$ cat src/rtl/otp_fuse_prog_ctrl.sv
// Word-granular OTP fuse programming controller: shadow load at reset exit, then
// gated program pulses with readback verify and bounded retry.
module otp_fuse_prog_ctrl #(
    parameter int FUSE_WIDTH   = 256,
    parameter int WORD_WIDTH   = 32,
    parameter int PULSE_CYCLES = 100,
    parameter int MAX_RETRY    = 2,
    localparam int NWORDS      = FUSE_WIDTH / WORD_WIDTH,
    localparam int AW          = $clog2(NWORDS)
) (
    input  logic                  clk,
    input  logic                  rst,
    input  logic                  prog_req,
    output logic                  prog_ready,
    input  logic [AW-1:0]         prog_addr,
    input  logic [WORD_WIDTH-1:0] prog_data,
    input  logic                  lifecycle_allows,
    output logic                  prog_done,
    output logic [2:0]            prog_status,
    output logic                  program_accepted,
    output logic                  init_done,
    output logic [FUSE_WIDTH-1:0] fuse_value,
    output logic [NWORDS-1:0]     word_programmed,
    output logic                  otp_pgm_en,
    output logic [AW-1:0]         otp_addr,
    output logic [WORD_WIDTH-1:0] otp_wdata,
    output logic                  otp_rd_en,
    input  logic [WORD_WIDTH-1:0] otp_rdata,
    input  logic                  otp_rd_valid
);

    localparam int CW = $clog2(PULSE_CYCLES + 1);
    localparam int RW = $clog2(MAX_RETRY + 2);

    localparam logic [2:0] ST_OK         = 3'd0;
    localparam logic [2:0] ST_ERR_LC     = 3'd1;
    localparam logic [2:0] ST_ERR_REPROG = 3'd2;
    localparam logic [2:0] ST_ERR_ZERO   = 3'd3;
    localparam logic [2:0] ST_ERR_VERIFY = 3'd4;

    typedef enum logic [3:0] {
        INIT_RD,
        INIT_WAIT,
        IDLE,
        CHECK,
        PROGRAM,
        VERIFY_RD,
        VERIFY_WAIT,
        COMMIT,
        DONE
    } state_t;

    state_t                  state_q, state_d;
    logic                    started_q, started_d;
    logic [AW-1:0]           init_idx_q, init_idx_d;
    logic                    init_done_q, init_done_d;
    logic [AW-1:0]           addr_q, addr_d;
    logic [WORD_WIDTH-1:0]   data_q, data_d;
    logic                    lc_q, lc_d;
    logic [RW-1:0]           retry_q, retry_d;
    logic [CW-1:0]           pulse_cnt_q, pulse_cnt_d;
    logic [WORD_WIDTH-1:0]   rdata_q, rdata_d;
    logic [2:0]              result_q, result_d;
    logic [2:0]              status_q, status_d;
    logic [FUSE_WIDTH-1:0]   fuse_q, fuse_d;
    logic [NWORDS-1:0]       wp_q, wp_d;

    // Single shadow write port shared by the init load and COMMIT.
    logic                    wr_en;
    logic [AW-1:0]           wr_idx;
    logic [WORD_WIDTH-1:0]   wr_word;
    logic                    wr_flag;
    logic [NWORDS-1:0]       word_sel;

    always_comb begin
        state_d     = state_q;
        started_d   = 1'b1;
        init_idx_d  = init_idx_q;
        init_done_d = init_done_q;
        addr_d      = addr_q;
        data_d      = data_q;
        lc_d        = lc_q;
        retry_d     = retry_q;
        pulse_cnt_d = pulse_cnt_q;
        rdata_d     = rdata_q;
        result_d    = result_q;
        status_d    = status_q;
        wr_en       = 1'b0;
        wr_idx      = init_idx_q;
        wr_word     = otp_rdata;
        wr_flag     = 1'b0;

        case (state_q)
            // Hold off the first read until one clean edge after reset release.
            INIT_RD: begin
                if (started_q) begin
                    state_d = INIT_WAIT;
                end
            end
            INIT_WAIT: begin
                if (otp_rd_valid) begin
                    wr_en   = 1'b1;
                    wr_idx  = init_idx_q;
                    wr_word = otp_rdata;
                    wr_flag = (otp_rdata != '0);
                    if (init_idx_q == AW'(NWORDS - 1)) begin
                        init_done_d = 1'b1;
                        state_d     = IDLE;
                    end else begin
                        init_idx_d = init_idx_q + AW'(1);
                        state_d    = INIT_RD;
                    end
                end
            end
            IDLE: begin
                if (prog_req && init_done_q) begin
                    addr_d  = prog_addr;
                    data_d  = prog_data;
                    lc_d    = lifecycle_allows;
                    retry_d = '0;
                    state_d = CHECK;
                end
            end
            CHECK: begin
                pulse_cnt_d = '0;
                if (!lc_q) begin
                    status_d = ST_ERR_LC;
                    state_d  = DONE;
                end else if (wp_q[addr_q]) begin
                    status_d = ST_ERR_REPROG;
                    state_d  = DONE;
                end else if (data_q == '0) begin
                    status_d = ST_ERR_ZERO;
                    state_d  = DONE;
                end else begin
                    state_d = PROGRAM;
                end
            end
            PROGRAM: begin
                if (pulse_cnt_q == CW'(PULSE_CYCLES - 1)) begin
                    pulse_cnt_d = '0;
                    state_d     = VERIFY_RD;
                end else begin
                    pulse_cnt_d = pulse_cnt_q + CW'(1);
                end
            end
            VERIFY_RD: begin
                state_d = VERIFY_WAIT;
            end
            VERIFY_WAIT: begin
                if (otp_rd_valid) begin
                    rdata_d = otp_rdata;
                    if (otp_rdata == data_q) begin
                        result_d = ST_OK;
                        state_d  = COMMIT;
                    end else if (retry_q < RW'(MAX_RETRY)) begin
                        retry_d = retry_q + RW'(1);
                        state_d = PROGRAM;
                    end else begin
                        result_d = ST_ERR_VERIFY;
                        state_d  = COMMIT;
                    end
                end
            end
            // Shadow takes the readback, and the word is marked non-blank even on a
            // failed verify since some bits may already be blown.
            COMMIT: begin
                wr_en    = 1'b1;
                wr_idx   = addr_q;
                wr_word  = rdata_q;
                wr_flag  = 1'b1;
                status_d = result_q;
                state_d  = DONE;
            end
            DONE: begin
                state_d = IDLE;
            end
            default: begin
                state_d = INIT_RD;
            end
        endcase
    end

    genvar gi;
    generate
        for (gi = 0; gi < NWORDS; gi++) begin : g_word_sel
            assign word_sel[gi] = wr_en && (wr_idx == AW'(gi));
        end
    endgenerate

    always_comb begin
        fuse_d = fuse_q;
        wp_d   = wp_q;
        for (int w = 0; w < NWORDS; w++) begin
            if (word_sel[w]) begin
                fuse_d[w*WORD_WIDTH +: WORD_WIDTH] = wr_word;
                wp_d[w]                            = wr_flag;
            end
        end
    end

    always_ff @(posedge clk or posedge rst) begin
        if (rst) begin
            state_q     <= INIT_RD;
            started_q   <= 1'b0;
            init_idx_q  <= '0;
            init_done_q <= 1'b0;
            addr_q      <= '0;
            data_q      <= '0;
            lc_q        <= 1'b0;
            retry_q     <= '0;
            pulse_cnt_q <= '0;
            rdata_q     <= '0;
            result_q    <= ST_OK;
            status_q    <= ST_OK;
            fuse_q      <= '0;
            wp_q        <= '0;
        end else begin
            state_q     <= state_d;
            started_q   <= started_d;
            init_idx_q  <= init_idx_d;
            init_done_q <= init_done_d;
            addr_q      <= addr_d;
            data_q      <= data_d;
            lc_q        <= lc_d;
            retry_q     <= retry_d;
            pulse_cnt_q <= pulse_cnt_d;
            rdata_q     <= rdata_d;
            result_q    <= result_d;
            status_q    <= status_d;
            fuse_q      <= fuse_d;
            wp_q        <= wp_d;
        end
    end

    // Strobes decode straight from the state register, so the async reset of
    // state_q drops otp_pgm_en without waiting for a clock.
    assign prog_ready       = (state_q == IDLE) && init_done_q;
    assign prog_done        = (state_q == DONE);
    assign prog_status      = status_q;
    assign program_accepted = (state_q == PROGRAM) || (state_q == VERIFY_RD) ||
                              (state_q == VERIFY_WAIT) || (state_q == COMMIT);
    assign init_done        = init_done_q;
    assign fuse_value       = fuse_q;
    assign word_programmed  = wp_q;
    assign otp_pgm_en       = (state_q == PROGRAM);
    assign otp_rd_en        = ((state_q == INIT_RD) && started_q) || (state_q == VERIFY_RD);
    assign otp_addr         = ((state_q == INIT_RD) || (state_q == INIT_WAIT)) ? init_idx_q : addr_q;
    assign otp_wdata        = data_q;

endmodule

$ cat config.mk
export PLATFORM = sky130hd
export DESIGN_NAME = otp_fuse_prog_ctrl
export DESIGN_NICKNAME = d
export VERILOG_FILES = /design/src/rtl/otp_fuse_prog_ctrl.sv
export SDC_FILE = /design/constraint.sdc
export NUM_CORES = 1
export LEC_CHECK = 0
export ABC_AREA = 1
export CAP_MARGIN = 20
export CORE_UTILIZATION = 44
export DETAILED_ROUTE_END_ITERATION = 10
export HOLD_SLACK_MARGIN = 0.15
export PLACE_DENSITY = 0.76
export SLEW_MARGIN = 10
export SYNTH_ARGS = -nofsm -noshare
export SYNTH_HDL_FRONTEND = slang
export SYNTH_SLANG_ARGS = --single-unit
$ cat constraint.sdc
create_clock -name clk -period 10.95 [get_ports clk]
set_clock_uncertainty 0.2 [all_clocks]
set_input_delay 1.6425 -clock clk [delete_from_list [all_inputs] [get_ports clk]]
set_output_delay 1.6425 -clock clk [all_outputs]
set_load 0.05 [all_outputs]
==> metrics.txt <==
final count of negative-setup-slack endpoints 0; fraction of the yosys area taken by sequential cells 0.618; Worst path depth 4; crit path kind reg2out; Post-Syn Nets 1584; initial DRC count 895; Worst EP required 9110 ps; share of cells above drive strength 1 0.0681; # port buffers 379; Top Family by Delay on Critical Path buffers and inverters; Peak VDD IR 0.187 mV; CTS Root Cell clkbuf_16; hpwl dp 29100 um; Logic pwr share 0.516; crit path to prog_ready; Post-CTS Setup Bufs 0; post-synth top area share 0.618; DR WL/cell 17.7 um; Synth top cells by count nand2_1, dfrtp_1, o21ai_0; Reg power frac 0.307; synthesized instance count 1509; fmax 224 MHz; Routability Congestion 0.858; # IOs 380; Antenna diodes 0; synth unique cells 34; CP max FO 4; slew of the pin with the lowest slew margin 1140 ps; 1st-pass router iterations 5; Yosys warning total 0; die area 33300 um2; PD cells 366 nW/um2; vias in the first global route 11400; vias per cell 5.08; H-tree levels 2; top post-synthesis cells by area dfrtp_1, nand2_1, o21ai_0; hold buffers post-CTS 0; CTS resizes 0; switching part of the total 0.475; # Max-Cap Violations 0; CP startpoint state_q[2]$_DFFE_PP0P_; Worst path slowest cell clkdlybuf4s50_1; status completed; sw power 3.42 mW; worst path cell trace nor2_1 -> inv_1 -> nor3_1 -> clkdlybuf4s50_1; largest net degree at the start of global routing 192; Clk pwr share 0.177; post-route cell area 19600 um2; Tot GR Track Use 0.250; Critical Path Sink Type output port; Setup crit start kind register; Final nets 1943; Area Overhead vs Synth 37.0%; Rows 65; Reg-to-Reg End fuse_value[101]$_DFFE_PP0P_; worst rel slew slack 0.241; drt total wl 41300 um; fin crit period 4470 ps; initial antenna violation count 0; # DRC 0; worst r2r path cells 10; leading area contributor after synthesis dfrtp_1; CP bufs+invs 2; Final ANT Viol Nets 0; post-synthesis mux area share 0.0220; DP Area 18400 um2; Fin Setup TNS 0 ps; P_int 3.78 mW; P_leak 9.17 nW; final hold vios 0; fin crit share 0.408; Tightest Hold Check Type reg2reg; TritonCTS clock tree done; Mapped Area 14300 um2; asr flop ratio synth 1.00; maximum clock path buffer count 3; top-count cell post-synth nand2_1; total core area 31800 um2; die width 182 um; main combinational cell family by area after synthesis simple AND/OR/NAND/NOR gates; grt ovf 0; RSZ-0062 raised after global routing no; EDFF count, synth 0; simple-gate share of the synthesized area 0.181; syn_area_per_cell 9.49 um2; Initial Util 0.451; first-pass GRT wire length 64300 um; synthesis-stage register bit count 354; Synth Flop Type dfrtp_1; Compound-Gate Fraction of Synth Area 0.110; FF-to-FF Start state_q[3]$_DFFE_PP0P_; Die Y 182 um; R2R Setup Slk 7650 ps; Synth Area in Adders 0.00262; clk_lat worst skew 520 ps; Worst path max stage delay 900 ps; vias post-DR 11800; Synth Area in XOR/XNOR 0.0183; FILL cells 2583; CTS Buf Count 38; Worst-path clk slew 60 ps; Max Slew Vio Count 0; Clock Sinks 354; WP data arrival 2620 ps
[placed cells by master, fill, tap and decap left out, types with 2 or more instances in the layout]
cell type and n:
inv_2 9, nand2_2 9, xnor2_1 27, nor3_1 4, o21ai_0 202, inv_1 71, clkbuf_16 41, clkinv_2 4
nor2_1 49, nand3_1 13, a21oi_1 16, mux2_2 28, xor2_1 3, dfrtp_1 354, buf_4 5, clkbuf_8 6
inv_4 2, clkbuf_1 10, o21ai_1 77, clkinvlp_4 3, ha_1 3, nor4_1 12, nor2_4 4, nor2_8 4
clkdlybuf4s50_1 379, nand4_1 9, o22ai_1 3, o21ai_2 5, nand2_1 528, buf_12 2, bufinv_16 2
[sequential cells by signal, summed over array words and instances (netlist names)]
signal           flops
fuse_value         256
otp_wdata           32
rdata_q             32
word_programmed      8
pulse_cnt_q          7
state_q              4
addr_q               3
init_idx_q           3
prog_status          3
retry_q              2
init_done            1
lc_q                 1
result_q             1
started_q            1
[routing by layer]
metal	share of wire	GRT usage	wire, um	vias up
met2	0.46	0.400	19000	510
met4	0.034	0.0857	1410	0
met1	0.42	0.338	17500	5629
met3	0.081	0.0541	3350	82
met5	0	0	0	-
li1	-	-	-	5607
[final cells by class]
cell class,count,area (um2),area share
Clock buffer,57,1150,0.0584
Clock inverter,8,95.1,0.00484
Inverter,83,320,0.0163
Multi-Input combinational cell,1005,4800,0.244
Sequential cell,354,8860,0.451
Tap cell,435,544,0.0277
Timing Repair Buffer,386,3870,0.197
[how the worst min path moves through the flow]
stage	from	end	slack (ps)	depth (start not counted)
3_5_place_dp	fuse_value[200]$_DFFE_PP0P_	fuse_value[200]$_DFFE_PP0P_	260	2
5_1_grt	fuse_value[144]$_DFFE_PP0P_	fuse_value[144]$_DFFE_PP0P_	290	2
6_report	fuse_value[200]$_DFFE_PP0P_	fuse_value[200]$_DFFE_PP0P_	270	2
4_1_cts	fuse_value[144]$_DFFE_PP0P_	fuse_value[144]$_DFFE_PP0P_	270	2
2_1_floorplan	result_q[2]$_DFFE_PP0P_	result_q[2]$_DFFE_PP0P_	240	2
3_3_place_gp	fuse_value[200]$_DFFE_PP0P_	fuse_value[200]$_DFFE_PP0P_	250	2
[metrics by stage]
stage                     instances  setup slack, ps  hold WS, ps   util  total power [mW]
after floorplan                1509             4370          242      -              4.61
after global placement         2261             6410          254  0.578              5.88
after detailed placement       2262             6340          259  0.578              5.94
after CTS                      2327             6470          273  0.617              7.23
after global routing           2328             6340          288  0.617              7.53
final                          2328             6480          270  0.617              7.19
[power by group through the flow]
stage | logic [mW] | clock network (mW) | registers (mW)
finish | 3.71 | 1.28 | 2.21
global route | 3.91 | 1.35 | 2.27
CTS | 3.73 | 1.29 | 2.21
detailed placement | 3.72 | 0 | 2.22
global placement | 3.67 | 0 | 2.21
floorplan | 0.814 | 0 | 3.80
[tightest hold or removal path: cells and delay by family, from the launching register on]
kind	cells	cell delay, ps
AND/OR/NAND/NOR	2	100
flip-flops	1	340
[kinds of logic after synthesis]
family | after synthesis
and+or+nand+nor | 636
DFF | 354
AOI/OAI and AO/OA | 307
buffers and inverters | 150
xor gates and xnor gates | 30
muxes | 28
adders and majority gates | 3
other | 1
No activity file was read; power rests on OpenSTA's default activity.
